## src/rtl/pipe_hazard_ctrl_if.sv

```systemverilog
`timescale 1ns/1ps
`default_nettype none
// ============================================================================
// Module   : pipe_hazard_ctrl_if
// Brief    : Pipeline-side view of the hazard controller (hazard sources in,
//            stall/flush/forward strobes and status out).
// Revision : 1.0
// ============================================================================
interface pipe_hazard_ctrl_if #(
  parameter int REG_ADDR_WIDTH = 5,
  parameter int CNT_WIDTH      = 32
);
  logic [REG_ADDR_WIDTH-1:0] id_rs1_i;
  logic [REG_ADDR_WIDTH-1:0] id_rs2_i;
  logic                      id_use_rs1_i;
  logic                      id_use_rs2_i;
  logic [REG_ADDR_WIDTH-1:0] ex_rs1_i;
  logic [REG_ADDR_WIDTH-1:0] ex_rs2_i;
  logic [REG_ADDR_WIDTH-1:0] ex_rd_i;
  logic                      ex_memread_i;
  logic                      ex_regwrite_i;
  logic [REG_ADDR_WIDTH-1:0] mem_rd_i;
  logic [REG_ADDR_WIDTH-1:0] wb_rd_i;
  logic                      mem_regwrite_i;
  logic                      wb_regwrite_i;
  logic                      ex_redirect_i;
  logic                      dmem_req_i;
  logic                      dmem_ready_i;
  logic                      pc_stall_o;
  logic                      if_id_stall_o;
  logic                      id_ex_stall_o;
  logic                      ex_mem_stall_o;
  logic                      mem_wb_stall_o;
  logic                      if_id_flush_o;
  logic                      id_ex_flush_o;
  logic [1:0]                fwd_a_sel_o;
  logic [1:0]                fwd_b_sel_o;
  logic                      mem_timeout_o;
  logic [CNT_WIDTH-1:0]      stall_cnt_o;
  logic [CNT_WIDTH-1:0]      flush_cnt_o;

  modport master (
    output id_rs1_i, id_rs2_i, id_use_rs1_i, id_use_rs2_i,
           ex_rs1_i, ex_rs2_i, ex_rd_i, ex_memread_i, ex_regwrite_i,
           mem_rd_i, wb_rd_i, mem_regwrite_i, wb_regwrite_i,
           ex_redirect_i, dmem_req_i, dmem_ready_i,
    input  pc_stall_o, if_id_stall_o, id_ex_stall_o, ex_mem_stall_o,
           mem_wb_stall_o, if_id_flush_o, id_ex_flush_o,
           fwd_a_sel_o, fwd_b_sel_o, mem_timeout_o, stall_cnt_o, flush_cnt_o
  );

  modport slave (
    input  id_rs1_i, id_rs2_i, id_use_rs1_i, id_use_rs2_i,
           ex_rs1_i, ex_rs2_i, ex_rd_i, ex_memread_i, ex_regwrite_i,
           mem_rd_i, wb_rd_i, mem_regwrite_i, wb_regwrite_i,
           ex_redirect_i, dmem_req_i, dmem_ready_i,
    output pc_stall_o, if_id_stall_o, id_ex_stall_o, ex_mem_stall_o,
           mem_wb_stall_o, if_id_flush_o, id_ex_flush_o,
           fwd_a_sel_o, fwd_b_sel_o, mem_timeout_o, stall_cnt_o, flush_cnt_o
  );
endinterface
`default_nettype wire

```

## src/rtl/pipe_hazard_ctrl.sv

```systemverilog
`timescale 1ns/1ps
`default_nettype none
// ============================================================================
// Module   : pipe_hazard_ctrl
// Brief    : Five-stage pipeline hazard controller: stall/flush strobes, EX
//            operand forwarding, memory-wait freeze, timeout and counters.
// Revision : 1.0
// ============================================================================
module pipe_hazard_ctrl #(
  parameter int REG_ADDR_WIDTH = 5,
  parameter bit FWD_EN         = 1'b1,
  parameter int TIMEOUT_CYCLES = 64,
  parameter int CNT_WIDTH      = 32
) (
  input  logic                clk,
  input  logic                rst,
  pipe_hazard_ctrl_if.slave   bus
);

  localparam int                     c_wait_w    = $clog2(TIMEOUT_CYCLES + 1);
  localparam logic [c_wait_w-1:0]    c_wait_last = c_wait_w'(TIMEOUT_CYCLES - 1);
  localparam logic [c_wait_w-1:0]    c_wait_max  = c_wait_w'(TIMEOUT_CYCLES);

  typedef enum logic [0:0] {
    ST_RUN      = 1'b0,
    ST_MEM_WAIT = 1'b1
  } state_t;

  state_t                r_state;
  logic [c_wait_w-1:0]   r_wait_cnt;
  logic                  r_timeout;
  logic [CNT_WIDTH-1:0]  r_stall_cnt;
  logic [CNT_WIDTH-1:0]  r_flush_cnt;

  logic       w_freeze, w_ex_wr, w_mem_wr, w_wb_wr, w_rs1_used, w_rs2_used;
  logic       w_load_use, w_raw, w_redirect_taken;
  logic       w_pc_stall, w_if_id_stall, w_back_stall, w_if_id_flush, w_id_ex_flush;
  logic [1:0] w_fwd_a, w_fwd_b;

  // x0 is never a real producer or consumer, so zero indices are masked here.
  assign w_freeze   = bus.dmem_req_i & ~bus.dmem_ready_i;
  assign w_ex_wr    = bus.ex_regwrite_i  & (bus.ex_rd_i  != '0);
  assign w_mem_wr   = bus.mem_regwrite_i & (bus.mem_rd_i != '0);
  assign w_wb_wr    = bus.wb_regwrite_i  & (bus.wb_rd_i  != '0);
  assign w_rs1_used = bus.id_use_rs1_i & (bus.id_rs1_i != '0);
  assign w_rs2_used = bus.id_use_rs2_i & (bus.id_rs2_i != '0);

  assign w_load_use = bus.ex_memread_i & w_ex_wr &
                      ((w_rs1_used & (bus.id_rs1_i == bus.ex_rd_i)) |
                       (w_rs2_used & (bus.id_rs2_i == bus.ex_rd_i)));

  function automatic logic [1:0] fwd_sel(
    input logic [REG_ADDR_WIDTH-1:0] src,
    input logic [REG_ADDR_WIDTH-1:0] mem_rd,
    input logic                      mem_wr,
    input logic [REG_ADDR_WIDTH-1:0] wb_rd,
    input logic                      wb_wr
  );
    logic [1:0] sel;
    sel = 2'b00;
    if (src != '0) begin
      if (mem_wr && (mem_rd == src))     sel = 2'b10;
      else if (wb_wr && (wb_rd == src))  sel = 2'b01;
    end
    return sel;
  endfunction

  generate
    if (FWD_EN) begin : g_fwd
      assign w_raw   = 1'b0;
      assign w_fwd_a = fwd_sel(bus.ex_rs1_i, bus.mem_rd_i, bus.mem_regwrite_i,
                               bus.wb_rd_i, bus.wb_regwrite_i);
      assign w_fwd_b = fwd_sel(bus.ex_rs2_i, bus.mem_rd_i, bus.mem_regwrite_i,
                               bus.wb_rd_i, bus.wb_regwrite_i);
    end else begin : g_no_fwd
      // Without bypassing, any in-flight writer of a used source blocks ID.
      assign w_raw = (w_rs1_used & ((w_ex_wr  & (bus.id_rs1_i == bus.ex_rd_i))  |
                                    (w_mem_wr & (bus.id_rs1_i == bus.mem_rd_i)) |
                                    (w_wb_wr  & (bus.id_rs1_i == bus.wb_rd_i)))) |
                     (w_rs2_used & ((w_ex_wr  & (bus.id_rs2_i == bus.ex_rd_i))  |
                                    (w_mem_wr & (bus.id_rs2_i == bus.mem_rd_i)) |
                                    (w_wb_wr  & (bus.id_rs2_i == bus.wb_rd_i))));
      assign w_fwd_a = 2'b00;
      assign w_fwd_b = 2'b00;
    end
  endgenerate

  always_comb begin
    w_pc_stall       = 1'b0;
    w_if_id_stall    = 1'b0;
    w_back_stall     = 1'b0;
    w_if_id_flush    = 1'b0;
    w_id_ex_flush    = 1'b0;
    w_redirect_taken = 1'b0;
    if (rst) begin
      w_if_id_flush = 1'b1;
      w_id_ex_flush = 1'b1;
    end else if (w_freeze) begin
      w_pc_stall    = 1'b1;
      w_if_id_stall = 1'b1;
      w_back_stall  = 1'b1;
    end else if (bus.ex_redirect_i) begin
      w_if_id_flush    = 1'b1;
      w_id_ex_flush    = 1'b1;
      w_redirect_taken = 1'b1;
    end else if (w_load_use || w_raw) begin
      w_pc_stall    = 1'b1;
      w_if_id_stall = 1'b1;
      w_id_ex_flush = 1'b1;
    end
  end

  assign bus.pc_stall_o     = w_pc_stall;
  assign bus.if_id_stall_o  = w_if_id_stall;
  assign bus.id_ex_stall_o  = w_back_stall;
  assign bus.ex_mem_stall_o = w_back_stall;
  assign bus.mem_wb_stall_o = w_back_stall;
  assign bus.if_id_flush_o  = w_if_id_flush;
  assign bus.id_ex_flush_o  = w_id_ex_flush;
  assign bus.fwd_a_sel_o    = rst ? 2'b00 : w_fwd_a;
  assign bus.fwd_b_sel_o    = rst ? 2'b00 : w_fwd_b;
  assign bus.mem_timeout_o  = r_timeout;
  assign bus.stall_cnt_o    = r_stall_cnt;
  assign bus.flush_cnt_o    = r_flush_cnt;

  always_ff @(posedge clk) begin
    if (rst) begin
      r_state     <= ST_RUN;
      r_wait_cnt  <= '0;
      r_timeout   <= 1'b0;
      r_stall_cnt <= '0;
      r_flush_cnt <= '0;
    end else begin
      case (r_state)
        ST_RUN:      if (w_freeze) r_state <= ST_MEM_WAIT;
        ST_MEM_WAIT: if (bus.dmem_ready_i || !bus.dmem_req_i) r_state <= ST_RUN;
        default:     r_state <= ST_RUN;
      endcase
      // Wait count parks at TIMEOUT_CYCLES; the flag is sticky and the freeze persists.
      if (w_freeze) begin
        if (r_wait_cnt != c_wait_max) r_wait_cnt <= r_wait_cnt + 1'b1;
        if (r_wait_cnt == c_wait_last) r_timeout <= 1'b1;
      end else begin
        r_wait_cnt <= '0;
      end
      if (w_pc_stall && (r_stall_cnt != '1))       r_stall_cnt <= r_stall_cnt + 1'b1;
      if (w_redirect_taken && (r_flush_cnt != '1)) r_flush_cnt <= r_flush_cnt + 1'b1;
    end
  end

endmodule
`default_nettype wire

```

## src/flat_wrapper.sv

```systemverilog
// flat-port wrapper written by rule: the top's interface ports become plain ports
module pipe_hazard_ctrl_flat 
#(
  parameter int REG_ADDR_WIDTH = 5,
  parameter bit FWD_EN         = 1'b1,
  parameter int TIMEOUT_CYCLES = 64,
  parameter int CNT_WIDTH      = 32
)
  (clk, rst, bus_id_rs1_i, bus_id_rs2_i, bus_id_use_rs1_i, bus_id_use_rs2_i, bus_ex_rs1_i, bus_ex_rs2_i, bus_ex_rd_i, bus_ex_memread_i, bus_ex_regwrite_i, bus_mem_rd_i, bus_wb_rd_i, bus_mem_regwrite_i, bus_wb_regwrite_i, bus_ex_redirect_i, bus_dmem_req_i, bus_dmem_ready_i, bus_pc_stall_o, bus_if_id_stall_o, bus_id_ex_stall_o, bus_ex_mem_stall_o, bus_mem_wb_stall_o, bus_if_id_flush_o, bus_id_ex_flush_o, bus_fwd_a_sel_o, bus_fwd_b_sel_o, bus_mem_timeout_o, bus_stall_cnt_o, bus_flush_cnt_o);
  pipe_hazard_ctrl_if #(.REG_ADDR_WIDTH(REG_ADDR_WIDTH), .CNT_WIDTH(CNT_WIDTH)) bus_i ();
  input  logic clk;
  input  logic rst;
  input wire logic [$bits(bus_i.id_rs1_i)-1:0] bus_id_rs1_i;
  input wire logic [$bits(bus_i.id_rs2_i)-1:0] bus_id_rs2_i;
  input wire logic [$bits(bus_i.id_use_rs1_i)-1:0] bus_id_use_rs1_i;
  input wire logic [$bits(bus_i.id_use_rs2_i)-1:0] bus_id_use_rs2_i;
  input wire logic [$bits(bus_i.ex_rs1_i)-1:0] bus_ex_rs1_i;
  input wire logic [$bits(bus_i.ex_rs2_i)-1:0] bus_ex_rs2_i;
  input wire logic [$bits(bus_i.ex_rd_i)-1:0] bus_ex_rd_i;
  input wire logic [$bits(bus_i.ex_memread_i)-1:0] bus_ex_memread_i;
  input wire logic [$bits(bus_i.ex_regwrite_i)-1:0] bus_ex_regwrite_i;
  input wire logic [$bits(bus_i.mem_rd_i)-1:0] bus_mem_rd_i;
  input wire logic [$bits(bus_i.wb_rd_i)-1:0] bus_wb_rd_i;
  input wire logic [$bits(bus_i.mem_regwrite_i)-1:0] bus_mem_regwrite_i;
  input wire logic [$bits(bus_i.wb_regwrite_i)-1:0] bus_wb_regwrite_i;
  input wire logic [$bits(bus_i.ex_redirect_i)-1:0] bus_ex_redirect_i;
  input wire logic [$bits(bus_i.dmem_req_i)-1:0] bus_dmem_req_i;
  input wire logic [$bits(bus_i.dmem_ready_i)-1:0] bus_dmem_ready_i;
  output wire logic [$bits(bus_i.pc_stall_o)-1:0] bus_pc_stall_o;
  output wire logic [$bits(bus_i.if_id_stall_o)-1:0] bus_if_id_stall_o;
  output wire logic [$bits(bus_i.id_ex_stall_o)-1:0] bus_id_ex_stall_o;
  output wire logic [$bits(bus_i.ex_mem_stall_o)-1:0] bus_ex_mem_stall_o;
  output wire logic [$bits(bus_i.mem_wb_stall_o)-1:0] bus_mem_wb_stall_o;
  output wire logic [$bits(bus_i.if_id_flush_o)-1:0] bus_if_id_flush_o;
  output wire logic [$bits(bus_i.id_ex_flush_o)-1:0] bus_id_ex_flush_o;
  output wire logic [$bits(bus_i.fwd_a_sel_o)-1:0] bus_fwd_a_sel_o;
  output wire logic [$bits(bus_i.fwd_b_sel_o)-1:0] bus_fwd_b_sel_o;
  output wire logic [$bits(bus_i.mem_timeout_o)-1:0] bus_mem_timeout_o;
  output wire logic [$bits(bus_i.stall_cnt_o)-1:0] bus_stall_cnt_o;
  output wire logic [$bits(bus_i.flush_cnt_o)-1:0] bus_flush_cnt_o;
  assign bus_i.id_rs1_i = bus_id_rs1_i;
  assign bus_i.id_rs2_i = bus_id_rs2_i;
  assign bus_i.id_use_rs1_i = bus_id_use_rs1_i;
  assign bus_i.id_use_rs2_i = bus_id_use_rs2_i;
  assign bus_i.ex_rs1_i = bus_ex_rs1_i;
  assign bus_i.ex_rs2_i = bus_ex_rs2_i;
  assign bus_i.ex_rd_i = bus_ex_rd_i;
  assign bus_i.ex_memread_i = bus_ex_memread_i;
  assign bus_i.ex_regwrite_i = bus_ex_regwrite_i;
  assign bus_i.mem_rd_i = bus_mem_rd_i;
  assign bus_i.wb_rd_i = bus_wb_rd_i;
  assign bus_i.mem_regwrite_i = bus_mem_regwrite_i;
  assign bus_i.wb_regwrite_i = bus_wb_regwrite_i;
  assign bus_i.ex_redirect_i = bus_ex_redirect_i;
  assign bus_i.dmem_req_i = bus_dmem_req_i;
  assign bus_i.dmem_ready_i = bus_dmem_ready_i;
  assign bus_pc_stall_o = bus_i.pc_stall_o;
  assign bus_if_id_stall_o = bus_i.if_id_stall_o;
  assign bus_id_ex_stall_o = bus_i.id_ex_stall_o;
  assign bus_ex_mem_stall_o = bus_i.ex_mem_stall_o;
  assign bus_mem_wb_stall_o = bus_i.mem_wb_stall_o;
  assign bus_if_id_flush_o = bus_i.if_id_flush_o;
  assign bus_id_ex_flush_o = bus_i.id_ex_flush_o;
  assign bus_fwd_a_sel_o = bus_i.fwd_a_sel_o;
  assign bus_fwd_b_sel_o = bus_i.fwd_b_sel_o;
  assign bus_mem_timeout_o = bus_i.mem_timeout_o;
  assign bus_stall_cnt_o = bus_i.stall_cnt_o;
  assign bus_flush_cnt_o = bus_i.flush_cnt_o;
  pipe_hazard_ctrl #(.REG_ADDR_WIDTH(REG_ADDR_WIDTH), .FWD_EN(FWD_EN), .TIMEOUT_CYCLES(TIMEOUT_CYCLES), .CNT_WIDTH(CNT_WIDTH)) u_core (.clk(clk), .rst(rst), .bus(bus_i));
endmodule
```

## config.mk

```make
export PLATFORM = sky130hd
export DESIGN_NAME = pipe_hazard_ctrl_flat
export DESIGN_NICKNAME = d
export VERILOG_FILES = /design/src/rtl/pipe_hazard_ctrl_if.sv /design/src/rtl/pipe_hazard_ctrl.sv /design/src/flat_wrapper.sv
export SDC_FILE = /design/constraint.sdc
export NUM_CORES = 1
export LEC_CHECK = 0
export ABC_AREA = 1
export CELL_PAD_IN_SITES_DETAIL_PLACEMENT = 1
export CELL_PAD_IN_SITES_GLOBAL_PLACEMENT = 2
export CORE_MARGIN = 4
export CORE_UTILIZATION = 23
export DETAILED_ROUTE_END_ITERATION = 10
export PLACE_DENSITY = 0.72
export SETUP_SLACK_MARGIN = 0.1
export SLEW_MARGIN = 20
export SYNTH_ARGS = -nofsm -noshare
export SYNTH_HDL_FRONTEND = slang
export SYNTH_SLANG_ARGS = --single-unit
```

## constraint.sdc

```tcl
create_clock -name clk -period 1.7 [get_ports clk]
set_input_delay 0.34 -clock clk [delete_from_list [all_inputs] [get_ports clk]]
set_output_delay 0.34 -clock clk [all_outputs]
set_load 0.05 [all_outputs]
```

==> impl_results.md <==
- Run status: finished, violations left
- Failing checks: negative setup slack
- Die Footprint: 24,800 um2
- Final Hold Fails: 0
- Worst skew pair latency: 350 ps
- Tmin final: 1840 ps
- Synth Area in Compound Gates: 7.19%
- Post-Synth Simple-Gate Area: 44.7%
- LEAKAGE: 4.15 nW
- Ys flop type: dfxtp_1
- Routed Antenna Nets: 0
- Commonest cells post-synth: 248 x nand2_1, 123 x nor2_1, 118 x inv_1, 72 x dfxtp_1, 45 x a21oi_1
- Max-Cap Viols: 0
- Worst-path cell chain: buf_8 > buf_6 > buf_6 > o22ai_4 > nor4_4 > buf_4 > nor4_4 > buf_12
- Mapped Avg Cell Area: 6.06 um2
- Final Skew: 11.8 ps
- Largest cells by area after synthesis: dfxtp_1 28%, nand2_1 18%, nor2_1 9.0%, inv_1 8.6%, xor2_1 5.1%
- Crit path launch type: primary input
- Slew margin rel.: 65.9%
- Die H: 157 um
- Reg power frac: 36.1%
- Crit path required time: 1360 ps
- Pint: 0.00342 W
- F_max: 544 MHz
- Placer Congestion: 0.817
- RSZ-0062 raised after global routing: yes
- Clock Pin Slew Worst Setup and Hold Paths: 60 ps
- IO buf count: 121
- Dpl hpwl: 16,200 um
- VDD IR-drop max: 0.432 mV
- DR iter-0 viols: 117
- Combinational share of power: 15.6%
- Synthesized area: 5130 um2
- Sw Pwr: 0.00124 W
- Vias in the first global route: 6,791
- WL per Instance: 15.5 um
- Mux contribution to synthesized area: 0%
- Initial Utilization: 23.5%
- Met3 usage: 2.50%
- Worst Tran Pin Value: 511 ps
- # setup viols final: 47
- Clock share of power: 48.3%
- Detailed Route WL: 22,100 um
- Max incr delay on CP: 270 ps
- Adder-Cell Fraction of Synth Area: 0.975%
- Hold Crit Class: reg2reg
- Critical Path AT: 1500 ps
- #FFs+latches synth: 72
- Crit-path max FO: 2
- CP Capture Type: primary output
- Top Usage Layer GRT: met2
- Async S/R FF share, synth: 0%
- Synthesized instance count: 847
- Sw frac: 26.6%
- FP Rows: 54
- Vias per std cell: 4.53
- Pin count of the biggest net entering global routing: 38
- Die X: 157 um
- Met1 usage: 23.4%
- Grt met2 use: 30.3%
- Dpl ws: -594 ps
- Cell with the most instances after synthesis: nand2_1
- Count of nets after finishing: 1,186
- CTS tree: done
- Drt pass-1 iters: 4
- Max H-tree Level: 3
- XOR/XNOR Fraction of Synth Area: 6.99%
- First-pass GRT wire length: 35,000 um
- Synth warn: 0
- Post-synth EDFFs: 0
- Via Count: 6,440
- CP max stage cell: nor4_4
- Crit path buffers/inverters: 5
- Clk buf depth: 2
- Seq/Total Area, Yosys: 28.1%
- Max-slew violations: 0
- Core box area: 21,900 um2
- Total grt overflow: 0
- Syn Nets: 897
- N_diodes: 0
- Synth cell types: 41
- Worst setup margin: -137 ps
- # IOs: 122
- Family with the most delay on the worst path: buffers and inverters
- Pwr dens: 483 nW/um2
- GRT Util Overall: 17.7%
- Synth area leader: dfxtp_1
- Remaining DRCs: 0
- Sink Count: 72
- CTS Root Buffer Type: clkbuf_16
- CTS buffer count: 9
- Synth-to-layout area growth: 87.5%
- Crit share post-route: 108%
- Main combinational cell family by area after synthesis: simple AND/OR/NAND/NOR gates
- Top cell type's share of synthesized area: 28.1%
- Type of the worst setup path: in2out
- Tot Pwr: 0.00465 W
- Antenna violations before repair: 0
- Share of post-route cells with drive strength above 1: 54.1%
-- cells by family after synthesis --
family          count (synthesis)
xor+xnor                       41
compound gates                 69
simple gates                  514
flops                          72
fa+ha+maj                       4
buf+inv                       147
-- power groups by stage --
stage | sequential [W] | clock (W) | combinational, W
6_report | 0.00168 | 0.00225 | 0.000724
5_1_grt | 0.00168 | 0.00239 | 0.000780
4_1_cts | 0.00169 | 0.00232 | 0.000636
3_5_place_dp | 0.00173 | 0 | 0.000588
3_3_place_gp | 0.00173 | 0 | 0.000585
2_1_floorplan | 0.00174 | 0 | 0.000256
-- worst min-delay path, cell delays in order, from the launching register on --
cell and delay, ps:
dfxtp_1 330, nand2_1 50, o21ai_0 70
-- metrics by stage --
stage                     instance area, um2  setup TNS (ps)  utilization [%]  hold WS (ps)  instances
final                                   9630           -1600             44.0           480       1421
after detailed placement                8020          -34010             36.6           465       1373
after global placement                  8020          -32000             36.6           458       1373
after floorplan                         5470           -5820                -           452        847
after CTS                               9010           -2360             41.1           486       1416
after global routing                    9630           -7350             44.0           501       1421
-- area by class of cell --
cell class | count | area [um2]
repair inverters | 1 | 11.3
flip-flops and latches | 72 | 1540
fillers | 2704 | 12300
clock buffers | 12 | 268
multi-input cells | 628 | 4140
clock inverters | 4 | 73.8
repair buffers | 304 | 2750
inverters | 120 | 484
well taps | 280 | 350
-- registers in the layout, indices dropped and copies added, names as in the netlist --
| name | cells |
|---|---|
| u_core.bus.stall_cnt_o | 32 |
| u_core.bus.mem_timeout_o | 1 |
| u_core.r_wait_cnt | 7 |
| u_core.bus.flush_cnt_o | 32 |
-- cell usage in the layout (no fill, tap or decap), types with 4 or more instances in the layout --
cell type	instances
xor2_1	29
nand4_1	40
buf_2	13
nor2_4	16
inv_1	84
o21ai_1	7
buf_12	24
buf_8	8
nand2_2	37
a21oi_1	9
dfxtp_2	43
buf_6	31
nand2_1	182
dfxtp_4	13
dfxtp_1	16
nand3_4	6
nor2_1	92
buf_4	215
nand3_2	15
nand3b_1	4
nor2_2	23
nor3_1	10
clkbuf_16	10
nand3_1	16
nor3_4	5
nor3_2	15
inv_2	31
dlygate4sd2_1	5
nand2_4	30
a21oi_2	34
xnor2_1	11
-- layer usage --
| metal | part of all wire, % | wire (um) | vias to the layer above |
|---|---|---|---|
| li1 | - | - | 3262 |
| met1 | 46 | 10100 | 3079 |
| met2 | 50 | 11100 | 79 |
| met3 | 2.9 | 650 | 20 |
| met4 | 1.3 | 289 | 0 |
| met5 | 0 | 0 | - |
-- final timing paths --
check	startpoint	end	slack (ps)	depth (start not counted)
worst max-delay path	bus_mem_rd_i[3]	bus_fwd_b_sel_o[0]	-140	8
worst min-delay path	u_core.bus.mem_timeout_o	u_core.bus.mem_timeout_o	480	2
worst max register to register	u_core.bus.stall_cnt_o[1]	u_core.bus.stall_cnt_o[5]	-80	11
worst min register to register	u_core.bus.mem_timeout_o	u_core.bus.mem_timeout_o	480	2
-- timing repair --
action,4_1_cts,5_1_grt
pin swaps,106,82
endpoints found under the hold margin,0,0
setup buffers,26,9
cloned,2,1
setup endpoints to repair,78,72
gates resized for setup,302,181
hold buffers,0,0
Power figures use the tool's default switching activity.
